File: src/rtl/mem_pkg.sv
// Shared types and constants for the memory responder.
package mem_pkg;

  localparam int ADDR_W_D = 6;
  localparam int DATA_W_D = 8;
  localparam int CNT_W    = 4;

  typedef enum logic [1:0] {
    IDLE = 2'd0,
    WAIT = 2'd1,
    RESP = 2'd2
  } state_e;

endpackage

File: src/rtl/mem_responder_if.sv
// CPU request/response bus plus side-band loader port of the memory responder.
interface mem_responder_if
  import mem_pkg::*;
#(
  parameter int ADDR_W = ADDR_W_D,
  parameter int DATA_W = DATA_W_D
);

  logic              rd_mem;
  logic              wr_mem;
  logic [ADDR_W-1:0] addr;
  logic [DATA_W-1:0] wdata;
  logic [DATA_W-1:0] rdata;
  logic              ready;
  logic              busy;
  logic              err;
  logic              ld_en;
  logic [ADDR_W-1:0] ld_addr;
  logic [DATA_W-1:0] ld_data;

  modport master (
    output rd_mem, wr_mem, addr, wdata, ld_en, ld_addr, ld_data,
    input  rdata, ready, busy, err
  );

  modport slave (
    input  rd_mem, wr_mem, addr, wdata, ld_en, ld_addr, ld_data,
    output rdata, ready, busy, err
  );

endinterface

File: src/rtl/mem_array.sv
// DEPTH x DATA_W storage: one synchronous write port, one registered read port.
module mem_array
  import mem_pkg::*;
#(
  parameter int ADDR_W = ADDR_W_D,
  parameter int DATA_W = DATA_W_D,
  parameter int DEPTH  = 64
) (
  input  logic              clk,
  input  logic              reset,
  input  logic              we,
  input  logic [ADDR_W-1:0] waddr,
  input  logic [DATA_W-1:0] wdata,
  input  logic              re,
  input  logic [ADDR_W-1:0] raddr,
  output logic [DATA_W-1:0] rdata
);

  logic [DATA_W-1:0] mem_q [DEPTH];
  logic [DATA_W-1:0] rdata_q, rdata_d;

  // Read register holds its value until the next read strobe.
  always_comb begin
    rdata_d = rdata_q;
    if (re) rdata_d = mem_q[raddr];
  end

  // Storage is never reset; contents survive a reset.
  always_ff @(posedge clk) begin
    if (we) mem_q[waddr] <= wdata;
  end

  // Read data register, cleared by reset.
  always_ff @(posedge clk or posedge reset) begin
    if (reset) rdata_q <= '0;
    else       rdata_q <= rdata_d;
  end

  assign rdata = rdata_q;

endmodule

File: src/rtl/mem_responder.sv
// Memory-side responder: accepts CPU read/write requests, inserts wait states,
// then answers with a one-cycle ready pulse. Loader writes take priority in IDLE.
module mem_responder
  import mem_pkg::*;
#(
  parameter int ADDR_W      = ADDR_W_D,
  parameter int DATA_W      = DATA_W_D,
  parameter int DEPTH       = 64,
  parameter int WAIT_CYCLES = 1
) (
  input logic             clk,
  input logic             reset,
  mem_responder_if.slave  bus
);

  state_e            state_q, state_d;
  logic [CNT_W-1:0]  cnt_q, cnt_d;
  logic [ADDR_W-1:0] addr_q, addr_d;
  logic [DATA_W-1:0] wdata_q, wdata_d;
  logic              wr_q, wr_d;
  logic              err_q, err_d;

  logic              ld_fire;
  logic              accept;
  logic              commit;
  logic              op_wr;
  logic [ADDR_W-1:0] op_addr;
  logic [DATA_W-1:0] op_wdata;
  logic              mem_we, mem_re;
  logic [ADDR_W-1:0] mem_waddr;
  logic [DATA_W-1:0] mem_wdata;
  logic [DATA_W-1:0] mem_rdata;

  // Next-state logic, wait counter and request latches.
  always_comb begin
    state_d = state_q;
    cnt_d   = cnt_q;
    addr_d  = addr_q;
    wdata_d = wdata_q;
    wr_d    = wr_q;
    err_d   = 1'b0;
    ld_fire = 1'b0;
    accept  = 1'b0;
    case (state_q)
      IDLE: begin
        if (bus.ld_en) begin
          ld_fire = 1'b1;
        end else if (bus.rd_mem || bus.wr_mem) begin
          accept  = 1'b1;
          addr_d  = bus.addr;
          wdata_d = bus.wdata;
          wr_d    = bus.wr_mem;
          err_d   = bus.rd_mem && bus.wr_mem;
          if (WAIT_CYCLES > 0) begin
            state_d = WAIT;
            cnt_d   = CNT_W'(WAIT_CYCLES - 1);
          end else begin
            state_d = RESP;
          end
        end
      end
      WAIT: begin
        if (cnt_q == '0) state_d = RESP;
        else             cnt_d   = cnt_q - 1'b1;
      end
      RESP:    state_d = IDLE;
      default: state_d = IDLE;
    endcase
  end

  // Memory port muxing. With zero wait states the RESP-entry edge is the
  // accept edge itself, so the live bus values are used instead of the latches.
  always_comb begin
    op_wr     = (state_q == IDLE) ? bus.wr_mem : wr_q;
    op_addr   = (state_q == IDLE) ? bus.addr   : addr_q;
    op_wdata  = (state_q == IDLE) ? bus.wdata  : wdata_q;
    commit    = (state_d == RESP) && (state_q != RESP);
    mem_we    = ld_fire || (commit && op_wr);
    mem_waddr = ld_fire ? bus.ld_addr : op_addr;
    mem_wdata = ld_fire ? bus.ld_data : op_wdata;
    mem_re    = commit && !op_wr;
  end

  // State, counter and latch registers with asynchronous reset.
  always_ff @(posedge clk or posedge reset) begin
    if (reset) begin
      state_q <= IDLE;
      cnt_q   <= '0;
      addr_q  <= '0;
      wdata_q <= '0;
      wr_q    <= 1'b0;
      err_q   <= 1'b0;
    end else begin
      state_q <= state_d;
      cnt_q   <= cnt_d;
      addr_q  <= addr_d;
      wdata_q <= wdata_d;
      wr_q    <= wr_d;
      err_q   <= err_d;
    end
  end

  mem_array #(
    .ADDR_W (ADDR_W),
    .DATA_W (DATA_W),
    .DEPTH  (DEPTH)
  ) u_mem (
    .clk   (clk),
    .reset (reset),
    .we    (mem_we),
    .waddr (mem_waddr),
    .wdata (mem_wdata),
    .re    (mem_re),
    .raddr (op_addr),
    .rdata (mem_rdata)
  );

  assign bus.ready = (state_q == RESP);
  assign bus.busy  = (state_q != IDLE);
  assign bus.err   = err_q;
  assign bus.rdata = mem_rdata;

endmodule

File: src/flat_wrapper.sv
// flat-port wrapper written by rule: the top's interface ports become plain ports
module mem_responder_flat import mem_pkg::*;
#(
  parameter int ADDR_W      = ADDR_W_D,
  parameter int DATA_W      = DATA_W_D,
  parameter int DEPTH       = 64,
  parameter int WAIT_CYCLES = 1
)
  (clk, reset, bus_rd_mem, bus_wr_mem, bus_addr, bus_wdata, bus_ld_en, bus_ld_addr, bus_ld_data, bus_rdata, bus_ready, bus_busy, bus_err);
  mem_responder_if #(.ADDR_W(ADDR_W), .DATA_W(DATA_W)) bus_i ();
  input logic clk;
  input logic reset;
  input wire logic [$bits(bus_i.rd_mem)-1:0] bus_rd_mem;
  input wire logic [$bits(bus_i.wr_mem)-1:0] bus_wr_mem;
  input wire logic [$bits(bus_i.addr)-1:0] bus_addr;
  input wire logic [$bits(bus_i.wdata)-1:0] bus_wdata;
  input wire logic [$bits(bus_i.ld_en)-1:0] bus_ld_en;
  input wire logic [$bits(bus_i.ld_addr)-1:0] bus_ld_addr;
  input wire logic [$bits(bus_i.ld_data)-1:0] bus_ld_data;
  output wire logic [$bits(bus_i.rdata)-1:0] bus_rdata;
  output wire logic [$bits(bus_i.ready)-1:0] bus_ready;
  output wire logic [$bits(bus_i.busy)-1:0] bus_busy;
  output wire logic [$bits(bus_i.err)-1:0] bus_err;
  assign bus_i.rd_mem = bus_rd_mem;
  assign bus_i.wr_mem = bus_wr_mem;
  assign bus_i.addr = bus_addr;
  assign bus_i.wdata = bus_wdata;
  assign bus_i.ld_en = bus_ld_en;
  assign bus_i.ld_addr = bus_ld_addr;
  assign bus_i.ld_data = bus_ld_data;
  assign bus_rdata = bus_i.rdata;
  assign bus_ready = bus_i.ready;
  assign bus_busy = bus_i.busy;
  assign bus_err = bus_i.err;
  mem_responder #(.ADDR_W(ADDR_W), .DATA_W(DATA_W), .DEPTH(DEPTH), .WAIT_CYCLES(WAIT_CYCLES)) u_core (.clk(clk), .reset(reset), .bus(bus_i));
endmodule
File: config.mk
export PLATFORM = sky130hd
export DESIGN_NAME = mem_responder_flat
export DESIGN_NICKNAME = d
export VERILOG_FILES = /design/src/rtl/mem_pkg.sv /design/src/rtl/mem_responder_if.sv /design/src/rtl/mem_array.sv /design/src/rtl/mem_responder.sv /design/src/flat_wrapper.sv
export SDC_FILE = /design/constraint.sdc
export NUM_CORES = 1
export LEC_CHECK = 0
export ABC_AREA = 1
export BUFFER_PORTS_ARGS = -buffer_cell sky130_fd_sc_hd__buf_2
export CORE_MARGIN = 1.5
export CORE_UTILIZATION = 63
export DETAILED_ROUTE_END_ITERATION = 16
export GPL_TIMING_DRIVEN = 0
export PLACE_DENSITY = 0.78
export SETUP_SLACK_MARGIN = 0.4
export SLEW_MARGIN = 5
export SYNTH_ARGS = -nofsm -noshare
export SYNTH_HDL_FRONTEND = slang
export SYNTH_SLANG_ARGS = --single-unit
export TNS_END_PERCENT = 50
File: constraint.sdc
create_clock -name clk -period 4.25 [get_ports clk]
set_input_delay 1.0625 -clock clk [delete_from_list [all_inputs] [get_ports clk]]
set_output_delay 1.0625 -clock clk [all_outputs]
set_load 0.02 [all_outputs]
After elaboration in Yosys (flattened, before gate mapping). Memories as Yosys holds them, arrays and structs flattened. A register that Yosys moved wholly into a read port is not among the register bits. Index checks and enable logic that the tools add are counted.

Output and inout bits: 11. Flip-flop bits (word level): 22. Memories kept: 1. RAM bits: 512. Word-level logic and storage cells: 49. Input port bits: 33.

Bitwise operators: 1. Reductions and logical operators: 13. Eq/ne operators: 7. Mux-type cells: 20. $add $sub $neg: 1.

Memory list: u_core.u_mem.mem_q (depth 64, bits a word 8, rd ports 1, clocked after Yosys merged registers in 1, write ports 1, RTL line mem_array.sv:19) `logic [DATA_W-1:0] mem_q [DEPTH];`.

Operators with widths (number): two-way mux 8 bit (2); two-way mux 4 bit (3); two-way mux 6 bit (2); two-way mux 1 bit (8); one-hot mux 4 bit (2 select lines) (1); two-way mux 2 bit (3); != test 2 bit (second input constant) (3); == test 2 bit (second input constant) (2); logical AND 1 bit (4); zero test 4 bit (1); one-hot mux 2 bit (2 select lines) (1); AND reduction 4 bit (1); nonzero test 2 bit (2); subtractor 4 x 1 -> 4 bit (second input constant) (1); AND reduction 3 bit (1); == test 2 x 1 -> 1 bit (second input constant) (1); zero test 2 bit (1); logical OR 1 bit (2); != test 2 x 1 -> 1 bit (second input constant) (1); zero test 1 bit (1); inverter 1 bit (1).

Depth between registers and ports, before layout. Gate-level depths: netlist of run 1.

Word-level depth: 10. Mapped depth: 15. Gate-level depth less buffers: 14.

Cells and area by module. From an unflattened synthesis of run 1, not the netlist that was laid out.

Cell total of the unflattened synthesis: 1979. Area, all modules: 22738.1 µm².

Modules (own cells, without submodules): mem_array (area an instance 21328.0 µm², cells each 1800, times used 1, sequential area each 15574.9 µm²); mem_responder (area an instance 1410.1 µm², cells each 179, times used 1, sequential area each 550.5 µm²).

Least setup slack after synthesis of run 1. Ideal clock, no wire load.

Path type: input to register. Start: in bus_ld_en. End: mem u_core.u_mem.mem_q[0][0] in the netlist's numbering, data pin. Data arrival time: 3.051 ns. Stages on the path: 3. Library setup time: 0.542 ns. Path slack: 0.657 ns. Required time: 3.708 ns. Buffers on the path: 0. Cell sequence: nor2_1 inv_2 o211ai_1.

Word-level cells in the longest chain between the ends: 3.

Ends and longest elaborated chain: start: declaration (RTL line flat_wrapper.sv:17) `input wire logic [$bits(bus_i.ld_en)-1:0] bus_ld_en;`; two-way mux 1 bit (RTL line mem_responder.sv:46) `if (bus.ld_en) begin`; two-way mux 1 bit (RTL line mem_responder.sv:44) `case (state_q)`; two-way mux 8 bit (RTL line mem_responder.sv:80) `mem_wdata = ld_fire ? bus.ld_data : op_wdata;`; named net u_core.mem_wdata[0] (RTL line mem_responder.sv:31) `logic [DATA_W-1:0] mem_wdata;`; end: declaration (RTL line mem_array.sv:19).

The timed path passes the listed nets, and every way through them passes these cells.

Worst setup path in the final report of run 1.
Start: reg u_core.state_q[1]. End: mem u_core.u_mem.mem_q[31][6] in the netlist's numbering (enable).

Word-level cells in the longest chain between the ends: 9. Elaborated cells on any way between the ends: 17. Those cells by class: 3 x eq/ne; 10 x mux; 4 x reduce/logical.

Ends and longest elaborated chain: start: declaration (RTL line mem_responder.sv:16) `state_e state_q, state_d;`; start signal: assignment (RTL line mem_responder.sv:94) `state_q <= state_d;`; two-way mux 2 bit (RTL line mem_responder.sv:48) `end else if (bus.rd_mem || bus.wr_mem) begin`; two-way mux 2 bit (RTL line mem_responder.sv:46); one-hot mux 2 bit (2 select lines) (RTL line mem_responder.sv:44); == test 2 bit (RTL line mem_responder.sv:77) `commit = (state_d == RESP) && (state_q != RESP);`; logical AND 1 bit (RTL line mem_responder.sv:77); logical AND 1 bit (RTL line mem_responder.sv:78) `mem_we = ld_fire || (commit && op_wr);`; logical OR 1 bit (RTL line mem_responder.sv:78); two-way mux 1 bit (RTL line mem_array.sv:30) `if (we) mem_q[waddr] <= wdata;`; two-way mux 1 bit (not written as such) (RTL line mem_array.sv:30).

Parallel ways exist; a longest one is shown, timed or not.

==> results of run 1 <==
[kinds of logic (layout without fill, tap and decap cells)]
kind of cell / count (synthesis) / count (layout) / synth area share
AOI/OAI and AO/OA: 40 / 40 / 0.0103
adders and majority gates: 2 / 2 / 0.00103
buffers and inverters: 633 / 824 / 0.104
DFF: 542 / 542 / 0.665
and+or+nand+nor: 1214 / 1214 / 0.219
[sequential cells by signal (all words and copies together), names as in the netlist]
register,count
u_core.wdata_q,8
u_core.cnt_q,4
u_core.addr_q,6
u_core.u_mem.mem_q,512
u_core.u_mem.rdata,8
u_core.state_q,2
u_core.bus.err,1
u_core.wr_q,1
[Yosys cell counts (all sizes together)]
cell / count / area (µm²)
nor2: 78 / 300
a21oi: 1 / 5.00
nand4: 8 / 75.1
ha: 2 / 25.0
o211ai: 8 / 60.1
nand3: 540 / 2700
edfxtp: 512 / 15400
nand2: 584 / 2220
o21ai: 31 / 185
clkbuf: 23 / 86.3
buf: 90 / 497
nor3: 3 / 15.0
dfrtp: 30 / 751
inv: 520 / 1950
nand3b: 1 / 7.51
[placed cells by master (no fill, tap or decap), drive strengths merged]
cell type	instances
o21ai	31
a21oi	1
nand4	8
clkinv	15
nand3b	1
nand2	584
dfrtp	30
nor2	78
bufinv	10
buf	183
o211ai	8
nand3	540
inv	523
clkinvlp	1
clkbuf	92
nor3	3
ha	2
edfxtp	512
[layout make-up]
type,count,area share
well taps,511,0.0234
clock inverters,29,0.0147
flip-flops and latches,542,0.590
repair buffers,93,0.0223
plain buffers,113,0.0213
clock buffers,69,0.0511
multi-input cells,1256,0.205
inverters,520,0.0715
[what timing repair did]
item | CTS | global route
hold buffers | 0 | 0
endpoints found under the setup margin | 0 | 171
setup buffers | 0 | 0
gates resized for setup | 0 | 5
endpoints found under the hold margin | 0 | 0
[path summary, 6_finish.rpt]
kind,end,slack [ns]
min,u_core.u_mem.rdata[5]$_DFFE_PP0P_,0.48
min reg2reg,u_core.u_mem.rdata[5]$_DFFE_PP0P_,0.48
max in group asynchronous,u_core.addr_q[2]$_DFFE_PP0P_,3.18
max reg2reg,u_core.u_mem.mem_q[31][6]$_DFFE_PP_,0.29
max,u_core.u_mem.mem_q[31][6]$_DFFE_PP_,0.29
min in group asynchronous,u_core.u_mem.rdata[4]$_DFFE_PP0P_,0.59
[metal layers]
metal | wire, µm | track usage | part of all wire
met4 | 2770 | 0.134 | 0.039
met3 | 9470 | 0.0868 | 0.13
met2 | 31700 | 0.561 | 0.45
met1 | 26200 | 0.501 | 0.37
met5 | 0 | 0 | 0
[power by group through the flow]
stage / logic (mW) / clock network, mW / registers, mW
after floorplan: 5.89 / 0 / 7.46
after global placement: 9.59 / 0 / 7.66
after detailed placement: 10.3 / 0 / 7.33
after CTS: 10.4 / 4.94 / 7.22
after global routing: 11.4 / 5.14 / 7.25
final: 10.9 / 4.94 / 7.22
[through the flow]
stage	cell area, µm²	hold slack [ns]	utilization
2_1_floorplan	24300	0.453	-
3_3_place_gp	25100	0.458	0.665
3_5_place_dp	25500	0.461	0.676
4_1_cts	27300	0.478	0.723
5_1_grt	27300	0.510	0.724
6_report	27300	0.476	0.724
[tightest hold or removal path: cells and delay by family (launching register included)]
family / cells / cell delay, ns
flip-flops: 1 / 0.34
AND/OR/NAND/NOR: 2 / 0.10
==> results.json, run 1 <==
{
  "cts_num_sinks": 542,
  "multiInputGateArea_um2": 5610,
  "ys_seq_area_frac": 0.665,
  "max-slew-margin-rel": 0.275,
  "worst_setup_path_end_kind": "flip-flop",
  "min_period_ns": 3.96,
  "synth_area_um2": 24300,
  "timing_worst_slew_pin_value_ns": 1.08,
  "setup-tns-final_ns": 0,
  "timing.critical_path.depth": 8,
  "sequential_cell_area_um2": 16100,
  "worst_clock_skew_ns": 0.0285,
  "critical_path.max_fanout": 10,
  "final_cells": 3133,
  "postRouteWirelength_um": 70200,
  "via_count": 18400,
  "placement_rows": 71,
  "grt_pass1_vias": 17400,
  "report.final.slew_viol_count": 0,
  "ctsRootBufferMaster": "sky130_fd_sc_hd__clkbuf_16",
  "max_capacitance_violation_total": 0,
  "critical_path.startpoint": "u_core.state_q[1]$_DFF_PP0_",
  "critPathMaxStageDelay_ns": 0.99,
  "preCtsSetupSlack_ns": -0.0226,
  "critPathBufInv": 1,
  "status": "complete, no violations",
  "power_frac_comb": 0.472,
  "postRouteAntennaNets": 0,
  "power_density_nw_per_um2": 843,
  "clk_transition_reported_paths_ns": 0.06,
  "startpoint_type": "flip-flop",
  "netSwitchingPower_mw": 10.2,
  "num_antenna_cells": 0,
  "final-hold-violation-count": 0,
  "synth.ff_latch_count": 542,
  "hp-class": "reg2reg",
  "nFillCells": 2636,
  "drive_above_1_share": 0.110,
  "worst_r2r_startpoint": "u_core.state_q[1]$_DFF_PP0_",
  "p_leak_nw": 12.0,
  "clock_tree.htree_level_count": 2,
  "synthesized_area_per_cell_um2": 9.98,
  "start_util": 0.643,
  "detailed_router_s_first_iteration_violation_count": 2910,
  "area_growth_syn_to_layout_pct": 12.6,
  "yosys_warnings": 0,
  "fmax_mhz": 252,
  "tritoncts.num_buffers": 52,
  "insertion_delay_ns": 0.62,
  "maximum_number_of_pins_on_one_net_before_global_route_repair": 31,
  "grt_setup_unrepaired": "true",
  "fin_nets": 2613,
  "cp.required_ns": 4.49,
  "all_layer_global_routing_usage": 0.362,
  "timing.setup.critical_path_class": "reg2reg",
  "number_of_endpoints_failing_setup_at_the_final_stage": 0,
  "internal_power_mw": 12.8,
  "fin_total_pwr_mw": 23.0,
  "core_um2": 37800,
  "drt-pass1-iter-count": 8,
  "hold_path_depth": 2,
  "critPathSlowestCell": "sky130_fd_sc_hd__nor2_1",
  "placed_cells": 3035,
  "cts_tree": "yes",
  "detail_route.drc_violations": 0,
  "synthesis.nets": 2466,
  "power.sequential.fraction": 0.314,
  "worstPathCellList": "nor2_4 > nand2_2 > nand2_4 > buf_4 > nand2_1 > o21ai_2 > nand4_1 > nor2_1",
  "grt_first_pass_wirelength_um": 103000,
  "routed_via_density": 5.86,
  "wl_per_cell_um": 22.4,
  "peakVddDrop_mv": 0.478,
  "dp.final_hpwl_um": 49100,
  "post_synth_cell_types": 25,
  "ioPinCount": 44,
  "post-route-period-util": 0.932,
  "reg2reg_depth": 8,
  "cp.arrival_ns": 4.20,
  "post-route-worst-setup-slack_ns": 0.289,
  "pwr-share-clk": 0.215,
  "post_synth_inst_count": 2431,
  "grt_remaining_overflow": 0,
  "cpLargestDelayFamily": "simple AND/OR/NAND/NOR gates",
  "switching_share": 0.444,
  "min-delay-start": "u_core.u_mem.rdata[5]$_DFFE_PP0P_",
  "grt_antenna_before_repair": 0,
  "clock_tree.buffer_depth": 3,
  "die_h_um": 199,
  "numPortBuffers": 43,
  "place.gp.congestion": 1.03,
  "fp.dieArea_um2": 39700,
  "die-width_um": 199
}
Note: power is estimated with default switching activity, not from simulation.
==> run 2: changes to the inputs <==
--- a/config.mk
+++ b/config.mk
@@ -16,5 +16,6 @@
 export SLEW_MARGIN = 5
 export SYNTH_ARGS = -nofsm -noshare
 export SYNTH_HDL_FRONTEND = slang
+export SYNTH_HIERARCHICAL = 1
 export SYNTH_SLANG_ARGS = --single-unit
 export TNS_END_PERCENT = 50
==> results.json, run 2 <==
{
  "critPathSlowestCell": "sky130_fd_sc_hd__nor2_1",
  "routed_via_density": 6.23,
  "grt_pass1_vias": 15100,
  "fmax_mhz": 263,
  "timing_worst_slew_pin_value_ns": 1.24,
  "multiInputGateArea_um2": 5690,
  "detailed_router_s_first_iteration_violation_count": 2354,
  "cp.arrival_ns": 4.02,
  "power_frac_comb": 0.469,
  "max-slew-margin-rel": 0.169,
  "async_reset_ff_frac": 0.0554,
  "post-route-period-util": 0.896,
  "fin_nets": 2161,
  "critPathBufInv": 3,
  "internal_power_mw": 12.3,
  "status": "complete, no violations",
  "fp.dieArea_um2": 37200,
  "clk_transition_reported_paths_ns": 0.06,
  "numPortBuffers": 42,
  "globalRoute.busiestLayer": "met2",
  "mostFrequentLayoutCell": "sky130_fd_sc_hd__nand2_1",
  "final-hold-violation-count": 0,
  "rrSetupSlack_ns": 0.48,
  "grt_first_pass_wirelength_um": 94000,
  "number_of_endpoints_failing_setup_at_the_final_stage": 0,
  "postRouteWirelength_um": 65000,
  "dp.final_hpwl_um": 46900,
  "registers.top_by_ff_count": "u_core/u_mem/mem_q",
  "nFillCells": 2378,
  "via_count": 16400,
  "final_design_area_no_fill_um2": 25600,
  "synth_area_um2": 22700,
  "dominant_cell_by_count_in_the_synthesized_netlist": "sky130_fd_sc_hd__nand2_1",
  "worst_setup_path_end_kind": "flip-flop",
  "pwr-share-clk": 0.201,
  "synth_top_cell_by_area": "sky130_fd_sc_hd__edfxtp_1",
  "all_layer_global_routing_usage": 0.356,
  "timing.setup.critical_path_class": "in2reg",
  "switching_share": 0.434,
  "synth_commonest_cells": "sky130_fd_sc_hd__nand2_1, sky130_fd_sc_hd__edfxtp_1, sky130_fd_sc_hd__nand3_1, sky130_fd_sc_hd__nor2_1, sky130_fd_sc_hd__buf_2",
  "clock_tree.buffer_depth": 3,
  "post_synth_inst_count": 1979,
  "final_core_util": 0.720,
  "synth.ff_latch_count": 542,
  "globalRouteMet2Util": 0.546,
  "start_util": 0.639,
  "peakVddDrop_mv": 0.586,
  "netSwitchingPower_mw": 9.46,
  "insertion_delay_ns": 0.60,
  "setup-tns-final_ns": 0,
  "grt_antenna_before_repair": 0,
  "cpLargestDelayFamily": "simple AND/OR/NAND/NOR gates",
  "postRouteAntennaNets": 0,
  "hp-class": "in2async",
  "synth_edf_count": 512,
  "cpMostUsedCell": "sky130_fd_sc_hd__clkbuf_1",
  "max_capacitance_violation_total": 0,
  "sequential_cell_area_um2": 16100,
  "drive_above_1_share": 0.135,
  "min_period_ns": 3.81,
  "ioPinCount": 44,
  "postCtsHoldBufs": 0,
  "grt_setup_unrepaired": "false",
  "num_antenna_cells": 0,
  "maximum_number_of_pins_on_one_net_before_global_route_repair": 65,
  "critical_path.max_fanout": 10,
  "synth-main-ff-cell": "sky130_fd_sc_hd__edfxtp_1",
  "startpoint_type": "input port",
  "post_cts_setup_driven_buffer_insertion_count": 0,
  "critPathMaxStageDelay_ns": 1.03,
  "cts_tree": "yes",
  "synth_top_cells_by_area": "sky130_fd_sc_hd__edfxtp_1, sky130_fd_sc_hd__nand3_1, sky130_fd_sc_hd__nand2_1, sky130_fd_sc_hd__dfrtp_1, sky130_fd_sc_hd__buf_6",
  "yosys_warnings": 6,
  "die_h_um": 193,
  "die-width_um": 193,
  "ctsRootBufferMaster": "sky130_fd_sc_hd__clkbuf_16",
  "post_synth_cell_types": 30,
  "synth.top_cell.area_share": 0.676,
  "tritoncts.num_buffers": 51,
  "area_growth_syn_to_layout_pct": 12.6,
  "number_of_flip_flops_under_the_largest_register_name": 512,
  "grt_remaining_overflow": 0,
  "wl_per_cell_um": 24.7,
  "detail_route.drc_violations": 0,
  "postPlaceCellArea_um2": 24000,
  "cts_num_sinks": 542,
  "report.final.slew_viol_count": 0,
  "grt_util_met1": 0.492,
  "worstPathCellList": "buf_6 > clkbuf_1 > nand3_1 > nand2_1 > clkbuf_1 > nand4_1 > nor2_1",
  "count_of_cells_resized_by_post_cts_repair": 0,
  "worst_clock_skew_ns": 0.0120,
  "drt-pass1-iter-count": 6,
  "clock_tree.htree_level_count": 2,
  "ys_seq_area_frac": 0.709,
  "grtUsageMet3": 0.0954,
  "p_leak_nw": 9.64,
  "synthesis.nets": 2013,
  "cp.required_ns": 4.46,
  "synthesized_area_per_cell_um2": 11.5,
  "placement_rows": 69,
  "power.sequential.fraction": 0.330,
  "core_um2": 35600,
  "most_frequent_cells_in_the_layout": "sky130_fd_sc_hd__nand2_1, sky130_fd_sc_hd__edfxtp_1, sky130_fd_sc_hd__nand3_1, sky130_fd_sc_hd__buf_2, sky130_fd_sc_hd__nor2_1",
  "power_density_nw_per_um2": 851,
  "place.gp.congestion": 0.998
}
[run 2: cell types whose count changed after synthesis, moves of 17 or more]
cell	previous run	this run
sky130_fd_sc_hd__inv_1	513	34
sky130_fd_sc_hd__nand2_1	574	656
sky130_fd_sc_hd__nand3_1	540	498
sky130_fd_sc_hd__buf_6	1	29
sky130_fd_sc_hd__buf_2	67	50
sky130_fd_sc_hd__o21ai_0	18	1
[run 2: final cells by class]
type,instances,share of cell area
Clock buffer,67,0.0538
Multi-Input combinational cell,1274,0.222
Timing Repair Buffer,95,0.0254
Sequential cell,542,0.630
Inverter,41,0.00660
Clock inverter,27,0.00801
Buffer,122,0.0320
Tap cell,461,0.0225
[run 2: worst paths after layout]
check                                                   from                                   to  cells after the start
max                                                bus_ld_en  u_core/u_mem/mem_q[34][7]$_DFFE_PP_                      7
max in group asynchronous                              reset         u_core/addr_q[0]$_DFFE_PP0P_                      2
min                                                    reset    u_core/u_mem/rdata[1]$_DFFE_PP0P_                      2
min reg2reg                u_core/u_mem/rdata[1]$_DFFE_PP0P_    u_core/u_mem/rdata[1]$_DFFE_PP0P_                      2
max reg2reg                      u_core/state_q[1]$_DFF_PP0_  u_core/u_mem/mem_q[32][7]$_DFFE_PP_                     10
min in group clk           u_core/u_mem/rdata[1]$_DFFE_PP0P_    u_core/u_mem/rdata[1]$_DFFE_PP0P_                      2
[run 2: cell families (layout without fill, tap and decap cells)]
family | count (synthesis) | after routing | synth area share
DFF | 542 | 542 | 0.709
and+or+nand+nor | 1244 | 1244 | 0.237
xor gates and xnor gates | 1 | 1 | 0.000385
adders and majority gates | 1 | 1 | 0.000550
buffers and inverters | 163 | 352 | 0.0434
AOI/OAI and AO/OA | 28 | 28 | 0.00952
[run 2: per-stage QoR]
step | worst slack, ns | instances | total power [mW] | hold WS [ns]
6_report | 0.441 | 2629 | 21.8 | 0.419
5_1_grt | 0.431 | 2629 | 22.6 | 0.432
4_1_cts | 0.633 | 2629 | 21.4 | 0.426
3_5_place_dp | 0.0233 | 2535 | 17.1 | 0.465
3_3_place_gp | -1.94 | 2482 | 16.7 | 0.462
2_1_floorplan | 0.900 | 1979 | 13.1 | 0.449
[run 2: per-layer routing]
metal / part of all wire / routed length [µm]
met5: 0 / 0
met1: 0.37 / 23900
met3: 0.14 / 8900
met4: 0.038 / 2470
met2: 0.46 / 29800
[run 2: power groups by stage]
stage               Clock, mW  Sequential [mW]  Combinational, mW
CTS                      4.37             7.20               9.87
global placement            0             7.61               9.05
finish                   4.37             7.20               10.2
detailed placement          0             7.31               9.82
global route             4.57             7.22               10.8
floorplan                   0             7.44               5.69
